--- src/rtl/xor_flip_decoder.sv ---
// ============================================================================
// Module   : xor_flip_decoder
// Purpose  : Receive-side decoder for a two-bit-flip word stream. It recovers
//            the flipped index pair from each word-to-word transition, flags
//            transitions that are not exactly two flips, and resynchronises
//            after repeated errors. Results leave through a one-stage
//            valid/ready output register.
// Revision : 1.0 - initial release
// ============================================================================
`default_nettype none

module xor_flip_decoder #(
    parameter int W          = 32,
    parameter int IDX_W      = $clog2(W),
    parameter int CNT_W      = 16,
    parameter int LOSS_LIMIT = 3
) (
    input  logic             clk,
    input  logic             rst_n,
    input  logic             in_valid,
    output logic             in_ready,
    input  logic [W-1:0]     in_word,
    output logic             out_valid,
    input  logic             out_ready,
    output logic [IDX_W-1:0] out_i,
    output logic [IDX_W-1:0] out_j,
    output logic             out_err,
    output logic             lost,
    output logic [CNT_W-1:0] err_cnt
);

    localparam int CONS_W = $clog2(LOSS_LIMIT + 1);
    localparam logic [CONS_W-1:0] C_LOSS_LIMIT = CONS_W'(LOSS_LIMIT);
    localparam logic [IDX_W:0]    C_TWO        = (IDX_W + 1)'(2);

    typedef enum logic [0:0] {
        TRACK = 1'b0,
        LOST  = 1'b1
    } state_t;

    state_t            state_q, state_d;
    logic [W-1:0]      prev_q, prev_d;
    logic              out_valid_q, out_valid_d;
    logic [IDX_W-1:0]  out_i_q, out_i_d;
    logic [IDX_W-1:0]  out_j_q, out_j_d;
    logic              out_err_q, out_err_d;
    logic [CNT_W-1:0]  err_cnt_q, err_cnt_d;
    logic [CONS_W-1:0] cons_q, cons_d;

    logic [W-1:0]      w_diff;
    logic [IDX_W:0]    w_pop;
    logic [IDX_W-1:0]  w_lo;
    logic [IDX_W-1:0]  w_hi;
    logic              w_lo_found;
    logic              w_accept;

    // Ready depends only on the output register, never on in_valid.
    assign in_ready = !out_valid_q || out_ready;
    assign w_accept = in_valid && in_ready;
    assign w_diff   = in_word ^ prev_q;

    // Population count plus lowest/highest set-bit positions of the transition.
    always_comb begin
        w_pop      = '0;
        w_lo       = '0;
        w_hi       = '0;
        w_lo_found = 1'b0;
        for (int k = 0; k < W; k++) begin
            w_pop = w_pop + {{IDX_W{1'b0}}, w_diff[k]};
            if (w_diff[k]) begin
                w_hi = IDX_W'(k);
                if (!w_lo_found) begin
                    w_lo       = IDX_W'(k);
                    w_lo_found = 1'b1;
                end
            end
        end
    end

    // Next-state: tracking FSM, reference word, error counters, output register.
    always_comb begin
        state_d     = state_q;
        prev_d      = prev_q;
        out_valid_d = out_valid_q;
        out_i_d     = out_i_q;
        out_j_d     = out_j_q;
        out_err_d   = out_err_q;
        err_cnt_d   = err_cnt_q;
        cons_d      = cons_q;

        // Consumer drains the register; a same-cycle load below overrides this.
        if (out_ready) begin
            out_valid_d = 1'b0;
        end

        if (w_accept) begin
            prev_d = in_word;
            case (state_q)
                TRACK: begin
                    out_valid_d = 1'b1;
                    if (w_pop == C_TWO) begin
                        out_i_d   = w_lo;
                        out_j_d   = w_hi;
                        out_err_d = 1'b0;
                        cons_d    = '0;
                    end else begin
                        out_i_d   = '0;
                        out_j_d   = '0;
                        out_err_d = 1'b1;
                        if (err_cnt_q != {CNT_W{1'b1}}) begin
                            err_cnt_d = err_cnt_q + 1'b1;
                        end
                        if (cons_q < C_LOSS_LIMIT) begin
                            cons_d = cons_q + 1'b1;
                        end
                        // The erroring result is still emitted on LOST entry.
                        if (cons_q + 1'b1 >= C_LOSS_LIMIT) begin
                            state_d = LOST;
                        end
                    end
                end
                LOST: begin
                    // Resync word only re-seeds the reference; no result.
                    cons_d  = '0;
                    state_d = TRACK;
                end
                default: begin
                    state_d = TRACK;
                end
            endcase
        end
    end

    // State registers with asynchronous active-low reset.
    always_ff @(posedge clk or negedge rst_n) begin
        if (!rst_n) begin
            state_q     <= TRACK;
            prev_q      <= '0;
            out_valid_q <= 1'b0;
            out_i_q     <= '0;
            out_j_q     <= '0;
            out_err_q   <= 1'b0;
            err_cnt_q   <= '0;
            cons_q      <= '0;
        end else begin
            state_q     <= state_d;
            prev_q      <= prev_d;
            out_valid_q <= out_valid_d;
            out_i_q     <= out_i_d;
            out_j_q     <= out_j_d;
            out_err_q   <= out_err_d;
            err_cnt_q   <= err_cnt_d;
            cons_q      <= cons_d;
        end
    end

    assign out_valid = out_valid_q;
    assign out_i     = out_i_q;
    assign out_j     = out_j_q;
    assign out_err   = out_err_q;
    assign lost      = (state_q == LOST);
    assign err_cnt   = err_cnt_q;

endmodule

`default_nettype wire
--- config.mk ---
export PLATFORM = sky130hd
export DESIGN_NAME = xor_flip_decoder
export DESIGN_NICKNAME = d
export VERILOG_FILES = /design/src/rtl/xor_flip_decoder.sv
export SDC_FILE = /design/constraint.sdc
export NUM_CORES = 1
export LEC_CHECK = 0
export CAP_MARGIN = 40
export CORE_ASPECT_RATIO = 0.9
export CORE_MARGIN = 10
export CORE_UTILIZATION = 56
export DETAILED_ROUTE_END_ITERATION = 8
export PLACE_DENSITY = 0.89
export SLEW_MARGIN = 20
export SYNTH_ARGS = -nofsm -noshare
export SYNTH_HDL_FRONTEND = slang
export SYNTH_SLANG_ARGS = --single-unit
--- constraint.sdc ---
create_clock -name clk -period 7.1 [get_ports clk]
set_input_delay 1.42 -clock clk [delete_from_list [all_inputs] [get_ports clk]]
set_output_delay 1.42 -clock clk [all_outputs]
set_load 0.02 [all_outputs]
Word-level counts from Yosys, hierarchy flattened
Cells that the tools add are included.
Storage, ports and cells
  output and inout bits: 30
  bits of input ports: 36
  register bits: 63
Cells by class
  reduce and logical (&&, ||, !) cells: 6
  eq/ne operators: 3
  add/sub/neg operators: 33
  bitwise operators: 3
  order comparisons: 2
  multiplexer cells: 136
Operators with widths (number)
  $mux W5: 92
  $add A6 B1 Y6: 26
  $mux W1: 40
  $xor A32 B32 Y32: 1
  $add A16 B1 Y16 const B: 1
  $ne A16 B16 Y1 const B: 1
  $add A5 B1 Y6: 1
  $eq A6 B2 Y1 const B: 1
  $add A4 B1 Y5: 1
  $add A3 B1 Y4: 1
  $mux W2: 2
  $pmux W2 S2: 1
  $reduce_and A2 Y1: 2
  $reduce_and A4 Y1: 1
  $add A2 B1 Y3: 1
  $ne A3 B3 Y1 const B: 1
  $add A1 B1 Y2: 1
  $add A2 B1 Y2 const B: 1
  $ge A2 B2 Y1 const B: 1
  $lt A2 B2 Y1 const B: 1
  $not A1 Y1: 2
  $pmux W1 S2: 1
  $logic_and A1 B1 Y1: 1
  $logic_not A1 Y1: 1
  $logic_or A1 B1 Y1: 1

Depth between registers and ports, before layout
Gate-level depths: netlist (run 1).
  depth after elaboration: 65
  mapped depth: 22
  depth with buffers taken out: 22

Worst setup path after synthesis (run 1)
Ideal clock, no wire load.
  path type: input to register
  start point: input port in_word[13]
  end point: register err_cnt_q[7] (netlist: err_cnt[7])
  slack: -449 ps
  stages: 18
  data required time: 6970 ps
  arrival time: 7419 ps
  setup time: 130 ps
  path through: xor2_1 > inv_2 > fa_1 > fa_1 > fa_1 > fa_1 > fa_1 > fa_1 > inv_1 > ha_1 > fa_1 > or4b_2 > nor4_1 > a311oi_1 > nand4_1 > nor2_1 > nand2_1 > xnor2_1
Between the ends
  word-level cells in the longest chain between the ends: 23
RTL lines
  from (decl): RTL line 22  | input logic [W-1:0] in_word,
  $xor A32 B32 Y32: RTL line 60  | assign w_diff = in_word ^ prev_q;
  $add A6 B1 Y6 (19 in a row): RTL line 69  | w_pop = w_pop + {{IDX_W{1'b0}}, w_diff[k]};
  $eq A6 B2 Y1: RTL line 101  | if (w_pop == C_TWO) begin
  $not A1 Y1 (no source line)
  $reduce_and A4 Y1 (no source line)
  to (signal assigned): RTL line 152  | err_cnt_q <= err_cnt_d;
  to (decl): RTL line 47  | logic [CNT_W-1:0] err_cnt_q, err_cnt_d;
Every way passes these cells.
A chain may end at the register's enable or synchronous reset.

Worst setup path in the final report (run 1)
  start point: input port in_word[15]
  end point: register cons_q[1]
Between the ends
  word-level cells in the longest chain between the ends: 21
RTL lines
  $xor A32 B32 Y32 *: RTL line 60
  $add A6 B1 Y6 * (17 in a row): RTL line 69
  $eq A6 B2 Y1 *: RTL line 101
  $mux W2 or $ne A3 B3 Y1 (tied branches)
  $pmux W2 S2 or $reduce_and A2 Y1 (tied branches)
  to (signal assigned): RTL line 153  | cons_q <= cons_d;
  to (decl): RTL line 48  | logic [CONS_W-1:0] cons_q, cons_d;
Mark *: on every way between the ends. The rest lies on a longest branch, timed or not.

==> results.cfg, run 1 <==
[run_status]
outcome = complete, no violations

[routing]
post_route_ant_nets = 0
detail_route.wl_per_cell_um = 19.1
route.vias.total = 4430
detailed_route_wire_length_um = 14300
avgViaCountPerCell = 5.90
drt-pass1-iter-count = 5
drt_drc_violations_left = 0
dr.first_iter.drc_count = 290

[final_layout]
antenna_cells = 0
multi_input_gate_area_mm2 = 0.00333
drive_above_1_share = 0.283
ff_latch_area_mm2 = 0.00158
layout_stage_area_growth_over_the_synthesis_result_pct = 33.6
final_net_count = 699
fillers = 628
layout.cells.non_filler = 751

[synth]
fraction_of_synthesized_cell_area_in_xor_and_xnor_cells = 0.102
synth-warning-count = 0
post_synth_net_total = 572
synth_sequential_area_ratio = 0.324
post_synth_inst_count = 500
syn-mean-instance-area_um2 = 9.72
synth_compound_area_frac = 0.170
number_of_enable_flip_flop_cells_after_synthesis = 0
synthesis.area_mm2 = 0.00486
number_of_library_cell_types_mapped_by_synthesis = 71
synth_top_flop_cell = sky130_fd_sc_hd__dfrtp_1
yosys_register_bits = 63
synthArstFlopShare = 1.00
largest_family_of_logic_cells_by_synthesized_area = compound AO/OA/AOI/OAI gates
synth_simple_gate_area_share = 0.158
yosys.area_share.adder = 0.130
muxShareOfSynthArea = 0.0785

[global_route]
grt_max_degree = 64
grt_pass1_vias = 4644
grt-ovfl-total = 0
grt_antenna_before_repair = 0
grt_usage = 0.225
grt_first_pass_wirelength_um = 23500

[worst_hold_path]
timing.hold.worst.start = out_j[3]
holdCritPathClass = reg2reg
hold-path-cell-count = 1
whs_endpoint = out_j[3]

[cts]
cts_max_path_buffers = 2
cts.sinks = 63
clkTransAtPathRegs_ps = 80
htreeDepth = 3
insertion_delay_ps = 350
tritoncts = built
numCtsBuffers = 9
ctsRootBufferMaster = sky130_fd_sc_hd__clkbuf_8

[floorplan]
start_util = 0.570
floorplan.io_pins = 66
die-area_mm2 = 0.0128
coreArea_mm2 = 0.00853
die_height_um = 108
rows = 32
die-width_um = 118

[worst_setup_path]
crit_path_class = in2reg
worst_reg2reg_path_endpoint = cons_q[1]
reg2regPathDepth = 18
timing.critical_path.arrival_ps = 7200
worstReg2RegStart = prev_q[7]
cp.required_ps = 7330
startpoint_type = primary input
r2r_setup_slack_ps = 860
critical_path.startpoint = in_word[15]
critical_path.max_fanout = 3
endpoint_kind = flip-flop

[place]
place_inst = 724
gp_routability_congestion = 0.993
post-dp-hpwl_um = 10900
buffer_ports.inserted = 65

[sta]
timing.final.setup_violations = 0
finalCriticalPeriod_ps = 6970
timing.slew.headroom = 0.610
timing.final.crit_share = 0.981
timing.final.hold_violations = 0
finalHoldWorstSlack_ps = 484
clock-skew-final_ps = 6.37
timing.final.max_slew_violations = 0
timing.fmax_mhz = 144
rsz_0062_raised_after_global_routing = yes
worst_slew_pin_slew_ps = 583

[job]
maxCapViolations = 0
[worst max-delay path by stage]
stage | end | slack (ps) | cells after the start
2_1_floorplan | out_j[0] | 80 | 18
3_5_place_dp | err_cnt[15] | -640 | 21
4_1_cts | err_cnt[15] | 5 | 20
6_report | cons_q[1] | 130 | 18
5_1_grt | err_cnt[5] | -40 | 19
3_3_place_gp | out_j[0] | -500 | 18
[worst max-delay path: stages]
cell and delay, ps:
sky130_fd_sc_hd__dlymetal6s2s_1 150, sky130_fd_sc_hd__xor2_2 200, sky130_fd_sc_hd__inv_2 90, sky130_fd_sc_hd__fa_1 470, sky130_fd_sc_hd__fa_2 600, sky130_fd_sc_hd__fa_1 420
sky130_fd_sc_hd__fa_1 520, sky130_fd_sc_hd__fa_1 530, sky130_fd_sc_hd__fa_1 530, sky130_fd_sc_hd__inv_1 50, sky130_fd_sc_hd__ha_2 190, sky130_fd_sc_hd__fa_1 510
sky130_fd_sc_hd__or4b_4 480, sky130_fd_sc_hd__nor4_4 440, sky130_fd_sc_hd__buf_4 200, sky130_fd_sc_hd__nor2_1 70, sky130_fd_sc_hd__a21oi_2 210, sky130_fd_sc_hd__o22ai_1 110
[layout make-up]
class,count,area share
clock inverter,6,0.0106
clock buffer,10,0.0212
sequential,63,0.243
inverter,43,0.0248
multi-input combinational,389,0.513
timing repair buffer,121,0.165
tap,119,0.0229
[sequential cells by signal, summed over array words and instances, names as in the netlist]
signal and count:
out_j 5, out_valid 1, prev_q 32, out_err 1, lost 1, cons_q 2
out_i 5, err_cnt 16
[cell usage after synthesis (all sizes together), types with 3 or more instances]
cell / count / area share
ha: 12 / 0.031
xor2: 29 / 0.055
nand2: 42 / 0.033
mux2: 33 / 0.076
o211ai: 3 / 0.0046
and3: 7 / 0.010
nand4: 10 / 0.013
a211oi: 7 / 0.011
xnor2: 19 / 0.047
inv: 41 / 0.032
or3: 5 / 0.0075
nor4: 6 / 0.013
dfrtp: 63 / 0.32
fa: 24 / 0.099
a32oi: 5 / 0.0090
o22ai: 4 / 0.0051
clkbuf: 5 / 0.0039
nor2: 42 / 0.034
a221oi: 3 / 0.0054
nor3: 7 / 0.0082
and4: 3 / 0.0054
a21oi: 43 / 0.045
a21o: 7 / 0.011
nand3: 15 / 0.019
o21ai: 26 / 0.028
[repair_timing]
action	CTS	global route
endpoints found under the setup margin	30	25
hold buffers	0	0
endpoints found under the hold margin	0	0
buffers inserted	3	8
resized for setup	13	52
pin swaps	15	29
[metrics by stage]
step,setup slack [ps],instance area [µm²],utilization,TNS [ps]
6_report,132,6500,0.762,0
5_1_grt,-39.7,6500,0.762,-125
4_1_cts,5.35,6330,0.742,0
3_5_place_dp,-637,6080,0.713,-15760
3_3_place_gp,-500,6080,0.713,-11680
2_1_floorplan,77.6,4960,-,0
[routing by layer]
| metal | vias to the layer above | part of all wire | global-route usage | wire length, µm |
|---|---|---|---|---|
| met1 | 2153 | 0.42 | 0.282 | 5940 |
| met3 | 31 | 0.073 | 0.0448 | 1050 |
| met5 | - | 0 | 0 | 0 |
| met4 | 0 | 0.017 | 0.0582 | 239 |
| li1 | 2046 | - | - | - |
| met2 | 200 | 0.49 | 0.391 | 7080 |
[kinds of logic after synthesis]
group / after synthesis
compound gates: 125
buf+inv: 48
mux: 34
fa+ha+maj: 36
simple gates: 146
flops: 63
xor+xnor: 48
[cells in the final DEF (no fill, tap or decap), types with 4 or more instances in the layout]
cell,n
sky130_fd_sc_hd__dfrtp_1,63
sky130_fd_sc_hd__buf_4,55
sky130_fd_sc_hd__clkdlybuf4s50_1,49
sky130_fd_sc_hd__a21oi_1,41
sky130_fd_sc_hd__nor2_1,37
sky130_fd_sc_hd__nand2_1,36
sky130_fd_sc_hd__mux2_2,33
sky130_fd_sc_hd__inv_1,27
sky130_fd_sc_hd__o21ai_0,23
sky130_fd_sc_hd__fa_1,23
sky130_fd_sc_hd__xor2_1,20
sky130_fd_sc_hd__inv_2,14
sky130_fd_sc_hd__nand3_1,13
sky130_fd_sc_hd__ha_1,11
sky130_fd_sc_hd__nand4_1,10
sky130_fd_sc_hd__clkbuf_8,10
sky130_fd_sc_hd__xnor2_1,9
sky130_fd_sc_hd__a21o_1,7
sky130_fd_sc_hd__a211oi_1,7
sky130_fd_sc_hd__xor2_2,7
sky130_fd_sc_hd__dlymetal6s2s_1,7
sky130_fd_sc_hd__nor3_1,6
sky130_fd_sc_hd__and3_1,6
sky130_fd_sc_hd__nand2_2,6
sky130_fd_sc_hd__xnor2_2,5
sky130_fd_sc_hd__xnor2_4,5
sky130_fd_sc_hd__a32oi_1,5
sky130_fd_sc_hd__clkbuf_2,5
sky130_fd_sc_hd__o22ai_1,4
sky130_fd_sc_hd__or3_1,4
Power of run 1 is left out: the tool's default activity adds up to more than one toggle a clock period on the data nets, which glitch-free logic cannot reach.
==> run 2: changes to the inputs <==
--- a/config.mk
+++ b/config.mk
@@ -11,6 +11,7 @@
 export CORE_UTILIZATION = 56
 export DETAILED_ROUTE_END_ITERATION = 8
 export PLACE_DENSITY = 0.89
+export RECOVER_POWER = 100
 export SLEW_MARGIN = 20
 export SYNTH_ARGS = -nofsm -noshare
 export SYNTH_HDL_FRONTEND = slang
==> run 2 against run 1 <==
Against the previous run:
- the flow now finishes with violations (capacitance limit, slew limit)
- count of clock-buffer cells in the layout stayed put
- utilization decreased by 0.28 points
- critical path type unchanged
- die area unchanged
- setup slack got worse by 29 ps
==> results.cfg, run 2 (synthesized netlist as in run 1, its figures left out) <==
[run_status]
outcome = finished, violations left
violations = capacitance limit, slew limit

[routing]
dr.first_iter.drc_count = 304
avgViaCountPerCell = 5.85
route.vias.total = 4394
drt-pass1-iter-count = 7
met3WireLength_um = 995
routed-wl-met2_um = 7090
detailed_route_wire_length_um = 14300
detail_route.wl_per_cell_um = 19.1
drt_drc_violations_left = 0
post_route_ant_nets = 0
route.layer.met1.wl_um = 6040
routed.top_layer = met4

[global_route]
grt-ovfl-total = 0
grt_usage = 0.225
grt_pass1_vias = 4644
grt_max_degree = 64
grt_first_pass_wirelength_um = 23500
grt_antenna_before_repair = 0

[final_layout]
fillers = 632
multi_input_gate_area_mm2 = 0.00333
largest_reg_flops = 32
antenna_cells = 0
layout_common_cells = sky130_fd_sc_hd__dfrtp_1 (63), sky130_fd_sc_hd__buf_4 (53), sky130_fd_sc_hd__a21oi_1 (41), sky130_fd_sc_hd__nor2_1 (37), sky130_fd_sc_hd__nand2_1 (36)
layout_stage_area_growth_over_the_synthesis_result_pct = 33.2
final_net_count = 699
largest_register = prev_q
drive_above_1_share = 0.278
most_common_cell_after_layout_fill_and_taps_aside = sky130_fd_sc_hd__dfrtp_1
ff_latch_area_mm2 = 0.00158

[place]
pre_cts_slack_ps = -637
gp_routability_congestion = 0.993
buffer_ports.inserted = 65
post-dp-hpwl_um = 10900

[sta]
timing.slew.headroom = -0.402
timing.final.crit_share = 0.986
rsz_0062_raised_after_global_routing = yes
timing.final.hold_violations = 0
finalHoldWorstSlack_ps = 483
timing.fmax_mhz = 143
finalCriticalPeriod_ps = 7000
timing.final.max_slew_violations = 75
timing.final.setup_violations = 0
worst_slew_pin_slew_ps = 2100
clock-skew-final_ps = 6.25
setup_ws_final_ps = 103

[cts]
numCtsBuffers = 9
cts_max_path_buffers = 2
tritoncts = built
cts.sinks = 63
ctsRootBufferMaster = sky130_fd_sc_hd__clkbuf_8
htreeDepth = 3
insertion_delay_ps = 350
clkTransAtPathRegs_ps = 80

[worst_hold_path]
hold-path-cell-count = 1
holdCritPathClass = reg2reg

[worst_setup_path]
r2r_setup_slack_ps = 820
reg2regPathDepth = 18
endpoint_kind = flip-flop
critical_path.max_fanout = 3
crit_path_class = in2reg
timing.critical_path.arrival_ps = 7220
startpoint_type = primary input
cp.required_ps = 7330

[job]
maxCapViolations = 2

[floorplan]
die-width_um = 118
coreArea_mm2 = 0.00853
die-area_mm2 = 0.0128
floorplan.io_pins = 66
die_height_um = 108
start_util = 0.570
rows = 32
[run 2: final cells by class]
cell class | count | share of cell area
Clock buffer | 10 | 0.0213
Multi-Input combinational cell | 389 | 0.515
Clock inverter | 6 | 0.0106
Sequential cell | 63 | 0.244
Inverter | 43 | 0.0249
Tap cell | 119 | 0.0230
Timing Repair Buffer | 121 | 0.162
[run 2: worst paths after layout]
check,startpoint,end
min reg2reg,out_j[3],out_j[3]
max in group asynchronous,rst_n,err_cnt[15]
min in group asynchronous,rst_n,prev_q[14]
max,in_word[15],cons_q[1]
min,out_j[3],out_j[3]
max reg2reg,prev_q[7],cons_q[1]
[run 2: critical path, stage by stage]
cell and delay (ps):
sky130_fd_sc_hd__dlymetal6s2s_1 150, sky130_fd_sc_hd__xor2_2 210, sky130_fd_sc_hd__inv_2 90, sky130_fd_sc_hd__fa_1 470, sky130_fd_sc_hd__fa_2 600, sky130_fd_sc_hd__fa_1 420, sky130_fd_sc_hd__fa_1 520, sky130_fd_sc_hd__fa_1 530
sky130_fd_sc_hd__fa_1 530, sky130_fd_sc_hd__inv_1 50, sky130_fd_sc_hd__ha_2 190, sky130_fd_sc_hd__fa_1 510, sky130_fd_sc_hd__or4b_4 480, sky130_fd_sc_hd__nor4_4 440, sky130_fd_sc_hd__buf_4 200, sky130_fd_sc_hd__nor2_1 70
sky130_fd_sc_hd__a21oi_2 210, sky130_fd_sc_hd__o22ai_1 130
[run 2: stage by stage]
stage	setup TNS, ps	area, µm²	utilization	cells
after global routing	-189	6470	0.759	751
after global placement	-11680	6080	0.713	724
after detailed placement	-15760	6080	0.713	724
after floorplan	0	4960	-	500
final	0	6470	0.759	751
after CTS	0	6330	0.742	743
[run 2: metal layers]
metal / global-route usage / vias to the layer above
li1: - / 2044
met1: 0.282 / 2151
met2: 0.391 / 179
met3: 0.0448 / 20
met4: 0.0582 / 0
met5: 0 / -
[run 2: what timing repair did]
| item | 4_1_cts | 5_1_grt |
|---|---|---|
| endpoints found under the hold margin | 0 | 0 |
| resized for setup | 13 | 52 |
| buffers inserted | 3 | 8 |
| pin swaps | 15 | 29 |
| endpoints found under the setup margin | 30 | 25 |
| hold buffers | 0 | 0 |
Power of run 2 is left out for the same reason.
==> run 3: changes to the inputs <==
--- a/config.mk
+++ b/config.mk
@@ -6,7 +6,6 @@
 export NUM_CORES = 1
 export LEC_CHECK = 0
 export CAP_MARGIN = 40
-export CORE_ASPECT_RATIO = 0.9
 export CORE_MARGIN = 10
 export CORE_UTILIZATION = 56
 export DETAILED_ROUTE_END_ITERATION = 8
==> run 3 against run 2 <==
Against the previous run:
- the flow still finishes with violations (capacitance limit, slew limit)
- non-clock buffer count shrank 7
- via count shrank 0.34%
- sequential share of layout area grew 0.47 points
- flip-flop and latch count is the same
- global-route usage shrank 0.69 points
- critical endpoint is now out_j[0]
- first-iteration DRC count shrank 5.9%
- clock skew grew 6.4 ps
- utilization grew 0.25 points
- die area is essentially flat
- hold slack lost 4.0 ps
- cell count shrank 2.8%
- register-to-register slack gained 230 ps
==> results.cfg, run 3 (synthesized netlist as in run 1, its figures left out) <==
[sta]
timing.final.crit_share = 0.979
timing.fmax_mhz = 144
timing.slew.headroom = -0.667
timing.final.hold_violations = 0
finalCriticalPeriod_ps = 6950
timing.final.max_slew_violations = 84
timing.final.setup_violations = 0
clock-skew-final_ps = 12.7
worst_slew_pin_slew_ps = 2500
finalHoldWorstSlack_ps = 479

[final_layout]
largest_register = prev_q
layout_common_cells = sky130_fd_sc_hd__dfrtp_1 (63), sky130_fd_sc_hd__a21oi_1 (42), sky130_fd_sc_hd__nand2_1 (41), sky130_fd_sc_hd__buf_4 (41), sky130_fd_sc_hd__nor2_1 (39)
finish.instance_area_mm2 = 0.00635
largest_reg_flops = 32
most_common_cell_after_layout_fill_and_taps_aside = sky130_fd_sc_hd__dfrtp_1
final_net_count = 692
antenna_cells = 0
drive_above_1_share = 0.234
layout_stage_area_growth_over_the_synthesis_result_pct = 30.7

[routing]
drt_drc_violations_left = 0
dr.first_iter.drc_count = 286
detailed_route_wire_length_um = 13900
avgViaCountPerCell = 6.00
post_route_ant_nets = 0
drt-pass1-iter-count = 5
detail_route.wl_per_cell_um = 19.0
route.vias.total = 4379

[floorplan]
start_util = 0.583
die_height_um = 113
die-area_mm2 = 0.0128
rows = 33
floorplan.io_pins = 66
die-width_um = 113
coreArea_mm2 = 0.00834

[worst_hold_path]
holdCritPathClass = reg2reg
timing.hold.worst.start = out_j[1]

[global_route]
grt_antenna_before_repair = 0
grt_first_pass_wirelength_um = 23100
grt_usage = 0.218
grt_max_degree = 64
grt-ovfl-total = 0
grt_pass1_vias = 4665

[place]
buffer_ports.inserted = 65
dpl-instance-area_mm2 = 0.00605
gp_routability_congestion = 0.898
post-dp-hpwl_um = 10700

[run_status]
outcome = finished, violations left
violations = capacitance limit, slew limit

[cts]
ctsRootBufferMaster = sky130_fd_sc_hd__clkbuf_8
cts.sinks = 63
numCtsBuffers = 9
insertion_delay_ps = 350
cts_max_path_buffers = 2
clkTransAtPathRegs_ps = 90
tritoncts = built
htreeDepth = 3

[worst_setup_path]
crit_family = adder cells
cp.required_ps = 7380
crit_path_class = in2reg
critPathMostFrequentCell = sky130_fd_sc_hd__fa_1
critical_path.startpoint = in_word[21]
count_of_buffering_cells_on_the_critical_path_with_inverters_included = 3
largest_stage_delay_on_the_critical_path_ps = 610
cp_cell_sequence = dlygate4sd2_1 -> xor2_2 -> inv_2 -> fa_1 -> fa_1 -> fa_2 -> fa_1 -> fa_1 -> fa_1 -> inv_1 -> ha_2 -> fa_1 -> or4b_4 -> or4_4 -> nor2_4 -> o21ai_1 -> a2bb2oi_1 -> o21ai_1
critical_path_depth = 18
timing.critical_path.arrival_ps = 7230
setup.worst_path.end = out_j[0]
endpoint_kind = flip-flop
reg2regPathDepth = 18
worstReg2RegStart = prev_q[5]
startpoint_type = primary input
worst_path_max_delay_cell = sky130_fd_sc_hd__fa_1
r2r_setup_slack_ps = 1050
worst_reg2reg_path_endpoint = out_j[0]
critical_path.max_fanout = 4

[job]
maxCapViolations = 2
[run 3: metrics by stage]
step	std cells	util	TNS [ps]	setup WS, ps
2_1_floorplan	500	-	0	77.6
3_3_place_gp	708	0.725	-11450	-505
3_5_place_dp	708	0.725	-14840	-670
4_1_cts	726	0.755	0	19.8
5_1_grt	730	0.761	-3.37	-3.37
6_report	730	0.761	0	150
[run 3: layer usage]
layer	GRT usage	routed length, µm	part of all wire	up-vias
met3	0.0534	1100	0.080	23
met4	0.0635	180	0.013	0
met2	0.367	6910	0.50	187
li1	-	-	-	2030
met5	0	0	0	-
met1	0.270	5660	0.41	2139
[run 3: what timing repair did]
action | CTS | global route
resized for setup | 14 | 18
cloned | 0 | 0
setup buffers | 2 | 3
endpoints found under the setup margin | 30 | 17
hold buffers | 0 | 0
pin swaps | 14 | 15
[run 3: worst min-delay path by stage]
stage	endpoint	slack, ps	cells past startpoint
5_1_grt	out_j[1]	500	1
2_1_floorplan	prev_q[10]	500	1
3_5_place_dp	out_j[1]	470	1
3_3_place_gp	out_j[1]	460	1
4_1_cts	out_j[1]	490	1
6_report	out_j[1]	480	1
[run 3: layout make-up]
| class | instances | area, µm² |
|---|---|---|
| clock buffers | 9 | 124 |
| clock inverters | 7 | 80.1 |
| fillers | 574 | 1990 |
| inverters | 43 | 161 |
| multi-input cells | 389 | 3270 |
| flip-flops and latches | 63 | 1580 |
| well taps | 105 | 131 |
| repair buffers | 114 | 1010 |
Power of run 3 is left out for the same reason.
